**src/rtl/btn_pkg.sv**
```systemverilog
// Shared types and helpers for the push-button conditioner.
// Latency: n/a (declarations only).
// Backpressure: n/a (declarations only).
package btn_pkg;

    // Per-channel auto-repeat state
    typedef enum logic [1:0] {
        IDLE   = 2'd0,
        HOLD   = 2'd1,
        REPEAT = 2'd2
    } rpt_state_t;

    // Width of a counter that must be able to hold the value max_val
    function automatic int cnt_width(input int unsigned max_val);
        int w;
        w = $clog2(max_val + 1);
        return (w < 1) ? 1 : w;
    endfunction

endpackage : btn_pkg

```
**src/rtl/button_channel.sv**
```systemverilog
// One button channel: 2-flop synchroniser, debounce filter, press/release pulses, auto-repeat FSM.
// Latency: level and press/release pulse 2+DEBOUNCE_CYCLES cycles after an input change; repeats at +REPEAT_DELAY, then every REPEAT_RATE.
// Backpressure: none; all outputs are free-running registered levels/pulses.
module button_channel
    import btn_pkg::*;
#(
    parameter int DEBOUNCE_CYCLES = 500,
    parameter int REPEAT_DELAY    = 5000000,
    parameter int REPEAT_RATE     = 2000000
) (
    input  logic clk,
    input  logic rst_n,
    input  logic i_btn,
    input  logic i_repeat_en,
    output logic o_level,
    output logic o_press,
    output logic o_release,
    output logic o_repeat
);

    localparam int DB_W = cnt_width(DEBOUNCE_CYCLES);
    localparam int HC_W = cnt_width(REPEAT_DELAY);

    localparam logic [DB_W-1:0] DB_TERM  = DB_W'(DEBOUNCE_CYCLES);
    localparam logic [HC_W-1:0] DELAY_TC = HC_W'(REPEAT_DELAY - 1);
    localparam logic [HC_W-1:0] RATE_TC  = HC_W'(REPEAT_RATE - 1);

    logic [1:0]      r_sync;
    logic [DB_W-1:0] r_db_cnt;
    logic            r_level;
    logic            r_press;
    logic            r_release;
    logic            r_repeat;
    rpt_state_t      r_state;
    logic [HC_W-1:0] r_hold_cnt;

    logic w_sync;
    logic w_db_tc;
    logic w_rise;
    logic w_fall;

    assign w_sync  = r_sync[1];
    // Terminal count takes priority over the current sample, so a toggle
    // back on exactly that edge still flips the level.
    assign w_db_tc = (r_db_cnt == DB_TERM);
    assign w_rise  = w_db_tc & ~r_level;
    assign w_fall  = w_db_tc &  r_level;

    // Two-flop synchroniser for the asynchronous raw input
    always_ff @(posedge clk or negedge rst_n) begin
        if (!rst_n) begin
            r_sync <= 2'b00;
        end else begin
            r_sync <= {r_sync[0], i_btn};
        end
    end

    // Debounce: count consecutive mismatches, flip the level at terminal count
    always_ff @(posedge clk or negedge rst_n) begin
        if (!rst_n) begin
            r_db_cnt <= '0;
            r_level  <= 1'b0;
        end else if (w_db_tc) begin
            r_db_cnt <= '0;
            r_level  <= ~r_level;
        end else if (w_sync != r_level) begin
            r_db_cnt <= r_db_cnt + DB_W'(1);
        end else begin
            r_db_cnt <= '0;
        end
    end

    // Press/release pulses land on the same edge the level changes
    always_ff @(posedge clk or negedge rst_n) begin
        if (!rst_n) begin
            r_press   <= 1'b0;
            r_release <= 1'b0;
        end else begin
            r_press   <= w_rise;
            r_release <= w_fall;
        end
    end

    // Auto-repeat FSM; a falling level always wins and suppresses any repeat
    always_ff @(posedge clk or negedge rst_n) begin
        if (!rst_n) begin
            r_state    <= IDLE;
            r_hold_cnt <= '0;
            r_repeat   <= 1'b0;
        end else begin
            r_repeat <= 1'b0;
            if (w_fall) begin
                r_state    <= IDLE;
                r_hold_cnt <= '0;
            end else begin
                case (r_state)
                    IDLE: begin
                        if (w_rise) begin
                            r_state    <= HOLD;
                            r_hold_cnt <= '0;
                        end
                    end
                    HOLD: begin
                        if (!i_repeat_en) begin
                            r_hold_cnt <= '0;
                        end else if (r_hold_cnt == DELAY_TC) begin
                            r_repeat   <= 1'b1;
                            r_state    <= REPEAT;
                            r_hold_cnt <= '0;
                        end else begin
                            r_hold_cnt <= r_hold_cnt + HC_W'(1);
                        end
                    end
                    REPEAT: begin
                        if (!i_repeat_en) begin
                            r_state    <= HOLD;
                            r_hold_cnt <= '0;
                        end else if (r_hold_cnt == RATE_TC) begin
                            r_repeat   <= 1'b1;
                            r_hold_cnt <= '0;
                        end else begin
                            r_hold_cnt <= r_hold_cnt + HC_W'(1);
                        end
                    end
                    default: begin
                        r_state    <= IDLE;
                        r_hold_cnt <= '0;
                    end
                endcase
            end
        end
    end

    assign o_level   = r_level;
    assign o_press   = r_press;
    assign o_release = r_release;
    assign o_repeat  = r_repeat;

endmodule : button_channel

```
**src/rtl/button_conditioner.sv**
```systemverilog
// Multi-channel push-button front end: optional inversion, then N_BTN independent button_channel instances.
// Latency: 2+DEBOUNCE_CYCLES cycles input-to-level/pulse; repeat pulses REPEAT_DELAY after press, then every REPEAT_RATE.
// Backpressure: none; pulses are single-cycle and must be consumed when presented.
module button_conditioner
    import btn_pkg::*;
#(
    parameter int N_BTN           = 4,
    parameter int DEBOUNCE_CYCLES = 500,
    parameter int REPEAT_DELAY    = 5000000,
    parameter int REPEAT_RATE     = 2000000,
    parameter bit ACTIVE_LOW      = 1'b0
) (
    input  logic             clk,
    input  logic             rst_n,
    input  logic [N_BTN-1:0] btn_in,
    input  logic [N_BTN-1:0] repeat_en,
    output logic [N_BTN-1:0] btn_level,
    output logic [N_BTN-1:0] press_pulse,
    output logic [N_BTN-1:0] release_pulse,
    output logic [N_BTN-1:0] repeat_pulse
);

    logic [N_BTN-1:0] w_btn;

    // Inversion happens ahead of the synchroniser so its reset value means "not pressed"
    assign w_btn = ACTIVE_LOW ? ~btn_in : btn_in;

    genvar g;
    for (g = 0; g < N_BTN; g++) begin : g_ch
        button_channel #(
            .DEBOUNCE_CYCLES (DEBOUNCE_CYCLES),
            .REPEAT_DELAY    (REPEAT_DELAY),
            .REPEAT_RATE     (REPEAT_RATE)
        ) u_channel (
            .clk         (clk),
            .rst_n       (rst_n),
            .i_btn       (w_btn[g]),
            .i_repeat_en (repeat_en[g]),
            .o_level     (btn_level[g]),
            .o_press     (press_pulse[g]),
            .o_release   (release_pulse[g]),
            .o_repeat    (repeat_pulse[g])
        );
    end

endmodule : button_conditioner
```
**config.mk**
```make
export PLATFORM = sky130hd
export DESIGN_NAME = button_conditioner
export DESIGN_NICKNAME = d
export VERILOG_FILES = /design/src/rtl/btn_pkg.sv /design/src/rtl/button_channel.sv /design/src/rtl/button_conditioner.sv
export SDC_FILE = /design/constraint.sdc
export NUM_CORES = 1
export LEC_CHECK = 0
export ABC_AREA = 1
export CAP_MARGIN = 20
export CORE_AREA = 10 10 172 142
export CTS_CLUSTER_DIAMETER = 40
export DETAILED_ROUTE_END_ITERATION = 7
export DIE_AREA = 0 0 182 152
export GPL_TIMING_DRIVEN = 0
export SLEW_MARGIN = 10
export SYNTH_ARGS = -nofsm -noshare
export SYNTH_HDL_FRONTEND = slang
export SYNTH_HIERARCHICAL = 1
export SYNTH_SLANG_ARGS = --single-unit
```
**constraint.sdc**
```tcl
create_clock -name clk -period 2.8 [get_ports clk]
set_input_delay 0.56 -clock clk [delete_from_list [all_inputs] [get_ports clk]]
set_output_delay 0.56 -clock clk [all_outputs]
set_load 0.05 [all_outputs]
```
=== After elaboration in Yosys (flattened, before gate mapping) ===
Cells that the tools add are included.

* Bitwise logic cells: 12
* Reductions and logical operators: 8
* Eq/ne operators: 40
* Add/sub/neg operators: 8
* Muxes and demuxes: 84

{| class="wikitable"
|+ Operator list
! operator !! number
|-
| $mux W23 || 24
|-
| $pmux W23 S3 || 4
|-
| $add A23 B1 Y23 const B || 4
|-
| $eq A23 B21 Y1 const B || 4
|-
| $eq A23 B23 Y1 const B || 4
|-
| $mux W9 || 8
|-
| $mux W2 || 20
|-
| $add A9 B1 Y9 const B || 4
|-
| $eq A9 B9 Y1 const B || 4
|-
| $ne A3 B1 Y1 const B || 8
|-
| $ne A3 B2 Y1 const B || 8
|-
| $pmux W2 S3 || 4
|-
| $mux W1 || 20
|-
| $reduce_and A4 Y1 || 4
|-
| $and A1 B1 Y1 || 8
|-
| $eq A2 B1 Y1 const B || 4
|-
| $eq A2 B2 Y1 const B || 4
|-
| $logic_not A2 Y1 || 4
|-
| $pmux W1 S2 || 4
|-
| $ne A1 B1 Y1 || 4
|-
| $not A1 Y1 || 4
|}

* Input bits: 10
* Output and inout bits: 16
* Bits in registers: 160
* Word-level logic and storage cells: 184

=== Logic depth before layout (Yosys ltp) ===
* Depth after elaboration: 5
* Gate-level depth with buffers: 14

=== By module ===
The synthesis kept the hierarchy.

{| class="wikitable"
|+ Modules (own cells, without submodules)
! module !! area each (sq um) !! cells each !! times used !! sequential area each (sq um)
|-
| button_channel at g_ch[1].u_channel ... || 2,331.0 || 299 || 2 || 1,001.0
|-
| button_channel at g_ch[0].u_channel || 2,309.7 || 293 || 1 || 1,001.0
|-
| button_channel at g_ch[3].u_channel || 2,280.9 || 290 || 1 || 1,001.0
|}

=== Least setup slack after synthesis ===
No wires, ideal clock.

* Path kind: reg2reg
* From: register g_ch[0].u_channel.r_db_cnt[0]
* To: register g_ch[0].u_channel.r_hold_cnt[21]
* Library setup time: 0.113 ns
* Data required time: 2.687 ns
* Stages on the path, launching flop included: 15
* Data arrival time: 1.454 ns
* Path slack: 1.233 ns
* Cells stage by stage: dfrtp_1 > inv_1 > ha_1 > nand3_1 > nor2_2 > nand2_4 > nand2_4 > buf_12 > nand2_2 > nor2_4 > nand2_1 > nand2_1 > nand2_1 > nand2_1 > inv_1

* Word-level cells in the longest chain between the ends: 3
* Elaborated cells between the ends (all ways): 5
* Those cells by class: eq/ne: 2; mux: 1; bitwise: 2

{| class="wikitable"
|+ Ends and longest elaborated chain
! element !! line !! text
|-
| start: declaration || button_channel.sv:29 || <nowiki>logic [DB_W-1:0] r_db_cnt;</nowiki>
|-
| start signal: assignment || button_channel.sv:67 || <nowiki>r_db_cnt <= r_db_cnt + DB_W'(1);</nowiki>
|-
| $eq A9 B9 Y1 (*) || button_channel.sv:45 || <nowiki>assign w_db_tc = (r_db_cnt == DB_TERM);</nowiki>
|-
| $and A1 B1 Y1, on equally long branches || button_channel.sv:47, button_channel.sv:46 ||
|-
| $ne A3 B1 Y1 (no line) / $mux W23 (equally long branches) || -- ||
|-
| end signal: assignment || button_channel.sv:111 || <nowiki>r_hold_cnt <= r_hold_cnt + HC_W'(1);</nowiki>
|-
| end signal: assignment || button_channel.sv:122 || <nowiki>r_hold_cnt <= r_hold_cnt + HC_W'(1);</nowiki>
|-
| end: declaration || button_channel.sv:35 || <nowiki>logic [HC_W-1:0] r_hold_cnt;</nowiki>
|}

Every way passes the cells marked *; elsewhere a longest branch is shown, timed or not.
A chain may end at the register's enable or synchronous reset.

=== Worst setup path in the final report ===
* From: register g_ch[2].u_channel.r_level
* To: output port btn_level[2]

{| class="wikitable"
|+ RTL lines
! element !! line !! text
|-
| start: declaration || button_channel.sv:30 || <nowiki>logic r_level;</nowiki>
|-
| start signal: assignment || button_channel.sv:65 || <nowiki>r_level <= ~r_level;</nowiki>
|-
| end: declaration || button_conditioner.sv:17 || <nowiki>output logic [N_BTN-1:0] btn_level,</nowiki>
|}

No word-level cell between the ends.

==> run metrics <==
nets 1,264; Synth Warn # 6; num ports 26; EDFF count, synth 0; min Tclk post-route 2.320 ns; Die Area 27,660 um^2; Relative slew margins 63.08%; max incr delay on CP 0.87 ns; vias in the first global route 7,016; # rows 48; Hold Path Class in2async; sequential element share of the synthesized area 43.27%; H-tree levels 4; number of cells produced by synthesis 1,181; number of CTS-inserted buffers 17; Vias/cell 4.978; PD cells 464.2 nW/um^2; Sum Neg Setup Slack 0 ns; Synth area leader dfrtp_1; clock root cell clkbuf_16; Clock Tree Buf Depth 2; CP delay by family, top buffers and inverters; number of port buffers 25; clock sink count 160; drt initial violations 628; overall routing resource usage 14.31%; startpoint types flop; crit-path cells clkdlybuf4s50_1; WP data required 2.24 ns; DRC 0; Tcrit/Tclk final 82.84%; post-layout utilization of the core 49.79%; Placed Area 9879 um^2; Initial Util 43.89%; Resized Gates After CTS 0; register bit count reported by yosys 160; DR WL/cell 13.00 um; gr ovfl total 0; f_max 431.1 MHz; reg2reg setup slack 0.85 ns; Synthesized Nets 1,219; number of antenna violations at the first check in global routing 0; proportion of layout cells with a drive suffix above 1 10.33%; Crit. End Element output port; first-pass GRT wire length 33.84 mm; # setup viols final 0; status finished clean; Max-Cap Viols 0; unrepaired setup endpoints after global routing false; Die Y 152 um; core area 21,080 um^2; CP arrival 1.76 ns; CP max-delay cell clkdlybuf4s50_1; CTS tree built; ant diodes 0; Critical path buffers and inverters 1; clock-pin transition on the worst setup and hold timing paths 0.06 ns; Avg Inst Size Synth 7.835 um^2; cell area after layout 10,500 um^2; largest net degree at the start of global routing 92; via count 7,536; drt first pass iters 5; CTS Hold Buffers Added 0; kind of critical path reg2out; Area Overhead vs Synth 13.43%; asr flop ratio synth 100.0%; Clk Latency, worst-skew pair 0.43 ns; clk_skew 0.01573 ns; Hold Fails Final Rpt 0; dominant synthesized flop cell dfrtp_1; Syn Std Cell Area 9253 um^2; Worst Path Max Fanout 5; final wirelength 19.69 mm; most frequent cells in the layout nand2_1 (230), nor2_1 (191), dfrtp_1 (160), inv_1 (149), nand3_1 (88); width of the die 182 um; leading cell type in the layout, fill and taps excluded nand2_1; LEAKAGE 5.129 nW; post-route ant nets 0; Synth area leaders dfrtp_1 (43%), nand2_1 (9.3%), nor2_1 (7.7%); GPL Wtd Cong 0.9079; peak supply drop 0.2681 mV; Netlist cell types 38; final slew viol count 0; Worst-Margin Slew 0.5537 ns; Setup Fix Bufs, Post-CTS 0; hpwl dp 14.35 mm; Synth top area share 43.27%
## synthesized netlist by cell type, types with 3 or more instances
cell	n
nor3_2	5
nand4_1	29
o22ai_1	7
inv_2	10
o211ai_1	12
xor2_1	32
nor4_1	5
nand2_8	3
nand3_1	88
o21ai_1	5
a41oi_1	4
nor3b_1	4
a31oi_1	8
nand2_4	11
and2_1	6
dfrtp_1	160
and3_1	5
buf_2	5
nand2_2	17
inv_1	149
xnor2_1	14
ha_1	28
a21oi_2	4
a21oi_1	43
nor2_1	191
nor2_2	13
nor3_1	37
nor2_4	6
nand3_2	5
nand2_1	230
inv_4	6
o21ai_0	28
## area by class of cell
type | instances | area [um^2]
Clock buffer | 20 | 456.7
Tap cell | 275 | 344.1
Inverter | 165 | 634.4
Buffer | 9 | 87.58
Fill cell | 2010 | 10590
Multi-Input combinational cell | 847 | 4527
Timing Repair Buffer | 26 | 282.8
Clock inverter | 12 | 158.9
Sequential cell | 160 | 4004
## logic make-up after synthesis
| logic type | after synthesis | share of synthesized area (%) |
|---|---|---|
| buffers and inverters | 174 | 7.803 |
| AOI/OAI and AO/OA | 111 | 6.856 |
| and+or+nand+nor | 662 | 33.93 |
| xor gates and xnor gates | 46 | 4.354 |
| adders and majority gates | 28 | 3.786 |
| DFF | 160 | 43.27 |
## final timing paths
path                                                    to  depth (start not counted)                            start
setup / recovery                              btn_level[2]                          1        g_ch[2].u_channel/o_level
hold / removal                 g_ch[0].u_channel/o_release                          1                            rst_n
setup reg to reg           g_ch[1].u_channel/r_hold_cnt[0]                         10  g_ch[1].u_channel/r_hold_cnt[1]
hold reg to reg                g_ch[1].u_channel/r_sync[1]                          0      g_ch[1].u_channel/r_sync[0]
max in group asynchronous  g_ch[2].u_channel/r_hold_cnt[1]                          2                            rst_n
min in group clk               g_ch[1].u_channel/r_sync[1]                          0      g_ch[1].u_channel/r_sync[0]
## power breakdown
group | switching, mW | total, mW | internal, mW
Clock | 0.959 | 2.41 | 1.46
Combinational | 0.0766 | 0.113 | 0.0363
Sequential | 0.0128 | 2.34 | 2.33
## sequential cells by signal (all words and copies together) (netlist names)
signal,count
g_ch.u_channel/r_sync,8
g_ch.u_channel/r_state,8
g_ch.u_channel/o_release,4
g_ch.u_channel/r_hold_cnt,92
g_ch.u_channel/o_level,4
g_ch.u_channel/o_repeat,4
g_ch.u_channel/o_press,4
g_ch.u_channel/r_db_cnt,36
## per-layer routing
layer / vias to the layer above / global-route usage [%] / share of wire (%)
met5: - / 0 / 0
met1: 3517 / 21.48 / 54
met2: 118 / 20.29 / 42
li1: 3893 / - / -
met4: 0 / 3.095 / 0.48
met3: 8 / 3.228 / 3.9
## through the flow
step	cells	setup slack (ns)	total power [mW]	hold WS (ns)
floorplan	1181	1.233	2.426	0.2644
global placement	1481	-5.635	2.500	0.3331
detailed placement	1482	0.8327	2.507	0.3379
CTS	1514	0.4687	4.956	0.1104
global route	1514	0.4226	5.057	0.1325
finish	1514	0.4805	4.872	0.08770
(Power assumes the default switching activity.)
